## src/rtl/mem_arb_pkg.sv

```systemverilog
// Shared state encoding and default sizing for the CPU/host RAM arbiter.
package mem_arb_pkg;

  typedef enum logic [1:0] {
    S_IDLE = 2'd0,
    S_HOST = 2'd1,
    S_ACK  = 2'd2
  } arb_state_t;

  localparam int MEM_ARB_ADDR_W       = 10;
  localparam int MEM_ARB_DATA_W       = 8;
  localparam int MEM_ARB_STARVE_LIMIT = 15;

endpackage

```

## src/rtl/mem_arb_starve_cnt.sv

```systemverilog
// Saturating count of idle-state cycles in which a pending host request lost to the CPU.
// Only instantiated when MEM_ARB_STALL_EN is defined.
module mem_arb_starve_cnt
  import mem_arb_pkg::*;
#(
  parameter int LIMIT = MEM_ARB_STARVE_LIMIT,
  parameter int CNT_W = $clog2(LIMIT + 1)
) (
  input  logic             clk,
  input  logic             reset_n,
  input  logic             clear,
  input  logic             inc,
  output logic [CNT_W-1:0] count
);

  logic at_limit;

  assign at_limit = (count == CNT_W'(LIMIT));

  always_ff @(posedge clk or negedge reset_n) begin
    if (!reset_n) begin
      count <= '0;
    end else if (clear) begin
      count <= '0;
    end else if (inc && !at_limit) begin
      count <= count + CNT_W'(1);
    end
  end

endmodule

```

## src/rtl/mem_arbiter.sv

```systemverilog
// Shares the single-port program/data RAM between the CPU bus (always first) and a host port.
// Define MEM_ARB_STALL_EN to let a starved host request stall the CPU for one cycle.
module mem_arbiter
  import mem_arb_pkg::*;
#(
  parameter int ADDR_W       = MEM_ARB_ADDR_W,
  parameter int DATA_W       = MEM_ARB_DATA_W,
  parameter int STARVE_LIMIT = MEM_ARB_STARVE_LIMIT
) (
  input  logic              clk,
  input  logic              reset_n,
  input  logic              cpu_mreq_n,
  input  logic              cpu_rd_n,
  input  logic              cpu_wr_n,
  input  logic [15:0]       cpu_addr,
  input  logic [DATA_W-1:0] cpu_dout,
  output logic [DATA_W-1:0] cpu_din,
  output logic              cpu_wait_n,
  input  logic              host_req,
  input  logic              host_we,
  input  logic [ADDR_W-1:0] host_addr,
  input  logic [DATA_W-1:0] host_wdata,
  output logic              host_ack,
  output logic [DATA_W-1:0] host_rdata,
  output logic              mem_we,
  output logic [ADDR_W-1:0] mem_addr,
  output logic [DATA_W-1:0] mem_in,
  input  logic [DATA_W-1:0] mem_out
);

  arb_state_t state;
  logic       cpu_strb;
  logic       cpu_we;
  logic       go_host;

  assign cpu_strb = !cpu_mreq_n && (!cpu_rd_n || !cpu_wr_n);
  assign cpu_we   = !cpu_mreq_n && !cpu_wr_n;

  // The RAM only decodes the low address bits, so it mirrors across the CPU space.
  logic unused_addr_hi;
  assign unused_addr_hi = ^cpu_addr[15:ADDR_W];

`ifdef MEM_ARB_STALL_EN
  localparam int CNT_W = $clog2(STARVE_LIMIT + 1);

  logic [CNT_W-1:0] starve_cnt;
  logic             starve_hit;
  logic             starve_clear;
  logic             starve_inc;

  assign starve_hit   = (starve_cnt == CNT_W'(STARVE_LIMIT));
  assign go_host      = (state == S_IDLE) && host_req && (!cpu_strb || starve_hit);
  assign starve_clear = !host_req || go_host;
  assign starve_inc   = (state == S_IDLE) && host_req && cpu_strb;

  mem_arb_starve_cnt #(
    .LIMIT (STARVE_LIMIT),
    .CNT_W (CNT_W)
  ) u_starve_cnt (
    .clk     (clk),
    .reset_n (reset_n),
    .clear   (starve_clear),
    .inc     (starve_inc),
    .count   (starve_cnt)
  );
`else
  logic [31:0] unused_limit;
  assign unused_limit = STARVE_LIMIT;
  assign go_host      = (state == S_IDLE) && host_req && !cpu_strb;
`endif

  // host_rdata captures in the ack cycle, when the RAM output reflects the host address.
  always_ff @(posedge clk or negedge reset_n) begin
    if (!reset_n) begin
      state      <= S_IDLE;
      host_ack   <= 1'b0;
      host_rdata <= '0;
    end else begin
      host_ack <= 1'b0;
      case (state)
        S_IDLE: begin
          if (go_host) begin
            state <= S_HOST;
          end
        end
        S_HOST: begin
          state    <= S_ACK;
          host_ack <= 1'b1;
        end
        S_ACK: begin
          state      <= S_IDLE;
          host_rdata <= mem_out;
        end
        default: begin
          state <= S_IDLE;
        end
      endcase
    end
  end

  // A stalled CPU write never reaches the RAM because the host owns the port in S_HOST.
  always_comb begin
    mem_we   = cpu_we;
    mem_addr = cpu_addr[ADDR_W-1:0];
    mem_in   = cpu_dout;
    if (state == S_HOST) begin
      mem_we   = host_we;
      mem_addr = host_addr;
      mem_in   = host_wdata;
    end
    if (!reset_n) begin
      mem_we = 1'b0;
    end
  end

  assign cpu_wait_n = !((state == S_HOST) && cpu_strb);
  assign cpu_din    = mem_out;

endmodule

```

## config.mk

```make
export PLATFORM = sky130hd
export DESIGN_NAME = mem_arbiter
export DESIGN_NICKNAME = d
export VERILOG_FILES = /design/src/rtl/mem_arb_pkg.sv /design/src/rtl/mem_arb_starve_cnt.sv /design/src/rtl/mem_arbiter.sv
export SDC_FILE = /design/constraint.sdc
export NUM_CORES = 1
export LEC_CHECK = 0
export ABC_AREA = 1
export CORE_ASPECT_RATIO = 1.75
export CORE_MARGIN = 2
export CORE_UTILIZATION = 26
export CTS_CLUSTER_SIZE = 24
export DETAILED_ROUTE_END_ITERATION = 8
export PLACE_DENSITY_LB_ADDON = 0.1
export SYNTH_ARGS = -nofsm -noshare
export SYNTH_HDL_FRONTEND = slang
export SYNTH_SLANG_ARGS = --single-unit
```

## constraint.sdc

```tcl
create_clock -name clk -period 1.43 [get_ports clk]
set_clock_uncertainty 0.1 [all_clocks]
set_input_delay 0.2145 -clock clk [delete_from_list [all_inputs] [get_ports clk]]
set_output_delay 0.2145 -clock clk [all_outputs]
set_load 0.05 [all_outputs]
```

==> metrics.txt <==
# TYPE chip_impl_metric gauge
chip_impl_metric{name="hold_violations",unit=""} 0
chip_impl_info{name="crit_chain",value="inv_2 -> nor2_4 -> buf_12 -> clkbuf_16 -> nand2_2 -> nand2_2 -> buf_8"} 1
chip_impl_metric{name="grt_use_total",unit=""} 0.165
chip_impl_info{name="worst_setup_path_start_kind",value="register"} 1
chip_impl_metric{name="timing.critical_path.buf_inv",unit=""} 4
chip_impl_metric{name="max_freq",unit="MHz"} 599
chip_impl_metric{name="numClockSinks",unit=""} 11
chip_impl_metric{name="final_critical_path_share_of_the_clock_period",unit=""} 1.17
chip_impl_info{name="cts_tree",value="yes"} 1
chip_impl_metric{name="peakVddDrop",unit="mV"} 0.599
chip_impl_metric{name="antenna_found_initial",unit=""} 0
chip_impl_info{name="endpoint_kind",value="output pin"} 1
chip_impl_info{name="clockRootBuffer",value="clkbuf_8"} 1
chip_impl_metric{name="estimated_wirelength_of_the_detail_placed_design",unit="µm"} 2180
chip_impl_metric{name="initial_utilization",unit=""} 0.275
chip_impl_metric{name="dp.cells",unit=""} 224
chip_impl_metric{name="layout-drive-gt1-share",unit=""} 0.418
chip_impl_metric{name="finalSetupTns",unit="ns"} -4.41
chip_impl_metric{name="grt_util_met1",unit=""} 0.154
chip_impl_metric{name="worst_path_clk_slew",unit="ns"} 0.05
chip_impl_metric{name="worst_ep_arrival_time",unit="ns"} 1.36
chip_impl_metric{name="cts_htree_levels",unit=""} 1
chip_impl_metric{name="design.die.area",unit="µm²"} 3340
chip_impl_metric{name="wire_per_inst",unit="µm"} 12.9
chip_impl_metric{name="async_reset_ff_frac",unit=""} 1.00
chip_impl_metric{name="syn2layout_area_growth",unit="%"} 181
chip_impl_info{name="worst_path_max_delay_cell",value="dfrtp_1"} 1
chip_impl_info{name="top_usage_layer",value="met2"} 1
chip_impl_metric{name="max_cap_violations",unit=""} 0
chip_impl_metric{name="via_count_of_the_first_global_routing_pass",unit=""} 989
chip_impl_metric{name="rows",unit=""} 25
chip_impl_metric{name="coreArea",unit="µm²"} 2720
chip_impl_metric{name="max-clock-path-buffers",unit=""} 2
chip_impl_info{name="outcome",value="finished with violations"} 1
chip_impl_metric{name="final.setup.worst_slack",unit="ns"} -0.240
chip_impl_metric{name="grt_start_max_net_pins",unit=""} 22
chip_impl_metric{name="wire_length_of_the_first_global_routing_pass",unit="µm"} 4060
chip_impl_metric{name="final_nets",unit=""} 266
chip_impl_metric{name="cts-buffers-inserted",unit=""} 3
chip_impl_metric{name="syn_inst",unit=""} 118
chip_impl_metric{name="multi_input_comb_area",unit="µm²"} 454
chip_impl_info{name="timing.critical_path.mode_cell",value="nand2_2"} 1
chip_impl_metric{name="viasPerCell",unit=""} 4.55
chip_impl_metric{name="n_antenna_cell",unit=""} 0
chip_impl_metric{name="ys_warns",unit=""} 0
chip_impl_metric{name="ys_seq_elements",unit=""} 11
chip_impl_info{name="critical_path.top_delay_family",value="buffers and inverters"} 1
chip_impl_metric{name="clk-insertion-delay-late",unit="ns"} 0.23
chip_impl_metric{name="io_buffer_count",unit=""} 87
chip_impl_info{name="worstHoldPathType",value="in -> async"} 1
chip_impl_metric{name="n_fill_cell",unit=""} 187
chip_impl_info{name="ys.flop_type",value="dfrtp_1"} 1
chip_impl_metric{name="dr.first_iter.drc_count",unit=""} 19
chip_impl_metric{name="grt_use_met2",unit=""} 0.309
chip_impl_metric{name="die_h",unit="µm"} 75.0
chip_impl_metric{name="synth-seq-area-share",unit=""} 0.368
chip_impl_metric{name="grt_overflow",unit=""} 0
chip_impl_info{name="dominant_cell_by_count_in_the_synthesized_netlist",value="nand2_1"} 1
chip_impl_info{name="top_cells_by_area_in_the_synthesized_netlist",value="dfrtp_1 37%, nand2_1 37%, buf_4 11%, nand3_1 6.7%, nor2_1 2.5%"} 1
chip_impl_metric{name="static-leakage-power",unit="nW"} 1.01
chip_impl_metric{name="ff_latch_area",unit="µm²"} 275
chip_impl_metric{name="actual_transition_at_the_worst_max_transition_pin",unit="ns"} 0.255
chip_impl_metric{name="pwrdens",unit="nW/µm²"} 1100
chip_impl_metric{name="finalWeightedCongestion",unit=""} 0.710
chip_impl_info{name="synth_top_area_cell",value="dfrtp_1"} 1
chip_impl_metric{name="finalHoldWorstSlack",unit="ns"} 0.257
chip_impl_metric{name="synth_top_area_share",unit=""} 0.368
chip_impl_info{name="violations_in_the_final_reports",value="setup timing"} 1
chip_impl_metric{name="dp_slack",unit="ns"} -0.0605
chip_impl_metric{name="fin_crit",unit="ns"} 1.67
chip_impl_metric{name="synth_edf_count",unit=""} 0
chip_impl_metric{name="final_wirelength",unit="µm"} 3040
chip_impl_metric{name="synthDistinctLibCells",unit=""} 11
chip_impl_metric{name="worstPathMaxFanout",unit=""} 5
chip_impl_metric{name="slew_headroom",unit=""} 0.830
chip_impl_metric{name="setup_violations",unit=""} 20
chip_impl_metric{name="drv_slew",unit=""} 0
chip_impl_metric{name="detailroute.via_count",unit=""} 1070
chip_impl_metric{name="postRouteAntennaNets",unit=""} 0
chip_impl_info{name="timing.setup.critical_path_class",value="reg -> out"} 1
chip_impl_metric{name="drt_drc_violations_left",unit=""} 0
chip_impl_metric{name="count_of_boundary_i_o_pins",unit=""} 94
chip_impl_info{name="yosys-top-cells-count",value="73 x nand2_1, 11 x buf_4, 11 x dfrtp_1"} 1
chip_impl_metric{name="average_instance_area_after_synthesis",unit="µm²"} 6.34
chip_impl_metric{name="syn_nets",unit=""} 175
chip_impl_metric{name="grtUsageMet3",unit=""} 0.0504
chip_impl_metric{name="fp.dieW",unit="µm"} 44.6
chip_impl_metric{name="post_layout_nonfiller_instances",unit=""} 235
chip_impl_info{name="rsz_0062_raised_after_global_routing",value="yes"} 1
chip_impl_metric{name="syn_area",unit="µm²"} 748
chip_impl_metric{name="dr.pass1.iters",unit=""} 2
chip_impl_metric{name="timing.critical_path.required",unit="ns"} 1.12
chip_impl_metric{name="holdBufCountCts",unit=""} 0
chip_impl_metric{name="timing.critical_path.slowest_cell_delay",unit="ns"} 0.37
## routing by layer
layer / routed length (µm) / vias to the layer above / share of wire
met5: 0 / - / 0
met4: 27 / 0 / 0.0089
met3: 261 / 2 / 0.086
met2: 1770 / 61 / 0.58
met1: 985 / 477 / 0.32
li1: - / 530 / -
## state kept, by name, indices dropped and copies added (netlist names)
signal      count
host_ack        1
state           2
host_rdata      8
## kinds of logic (layout without fill, tap and decap cells)
kind of cell           after synthesis  count (layout)  synth area share
AOI/OAI and AO/OA                    1               1           0.00668
buffers and inverters               17             107             0.152
DFF                                 11              11             0.368
and+or+nand+nor                     89              89             0.473
## stage by stage
step	instance area, µm²	power, mW	util
2_1_floorplan	756	1.14	-
3_5_place_dp	1740	1.83	0.641
4_1_cts	1870	2.19	0.686
6_report	2100	2.31	0.772
3_3_place_gp	1740	1.80	0.641
5_1_grt	2100	2.41	0.772
## power breakdown
part           total, mW  internal [mW]  leakage (nW)  switching (mW)
Sequential         0.475          0.390         0.138          0.0849
Combinational       1.53          0.722         0.847           0.804
Clock              0.306          0.195        0.0228           0.111
Total               2.31           1.31          1.01           0.999
## worst paths after layout
kind / start / endpoint / slack (ns) / cells after the start
worst min register to register: host_rdata[6] / host_rdata[6] / 0.43 / 2
worst min-delay path: reset_n / host_rdata[2] / 0.26 / 2
max in group asynchronous: reset_n / host_rdata[1] / 0.82 / 2
worst max-delay path: state[0] / mem_addr[0] / -0.24 / 7
worst max register to register: state[0] / host_rdata[0] / 0.12 / 6
min in group clk: host_rdata[6] / host_rdata[6] / 0.43 / 2
## what timing repair did
| action | 4_1_cts | 5_1_grt |
|---|---|---|
| gates cloned | 0 | 3 |
| endpoints found under the setup margin | 20 | 20 |
| resized for setup | 21 | 45 |
| buffers inserted | 0 | 4 |
| pin swaps | 0 | 17 |
## final cells by class
| class | instances | share of cell area |
|---|---|---|
| multi-input cells | 90 | 0.216 |
| clock buffers | 4 | 0.0214 |
| repair buffers | 99 | 0.605 |
| inverters | 4 | 0.0107 |
| well taps | 27 | 0.0161 |
| flip-flops and latches | 11 | 0.131 |
## worst register-to-register path, stage by stage (launching register included)
cell	delay, ns
dfrtp_1	0.39
inv_2	0.09
buf_4	0.10
buf_4	0.16
nand2_1	0.19
nand2_1	0.10
nand2_1	0.06
## placed cells by master, fill, tap and decap left out
| cell | netlist | routed |
|---|---|---|
| nand2_2 | 0 | 29 |
| clkbuf_1 | 0 | 1 |
| nand2_1 | 73 | 43 |
| nand2_4 | 0 | 1 |
| inv_1 | 2 | 2 |
| nor2_1 | 5 | 3 |
| clkdlybuf4s50_1 | 0 | 50 |
| buf_4 | 11 | 6 |
| dfrtp_1 | 11 | 11 |
| nor2_4 | 1 | 3 |
| nand3_1 | 10 | 10 |
| clkbuf_16 | 0 | 2 |
| inv_2 | 2 | 1 |
| a21oi_1 | 1 | 1 |
| buf_6 | 1 | 11 |
| buf_12 | 0 | 20 |
| buf_8 | 0 | 10 |
| clkbuf_8 | 0 | 3 |
| inv_8 | 0 | 1 |
Power figures use the tool's default switching activity.
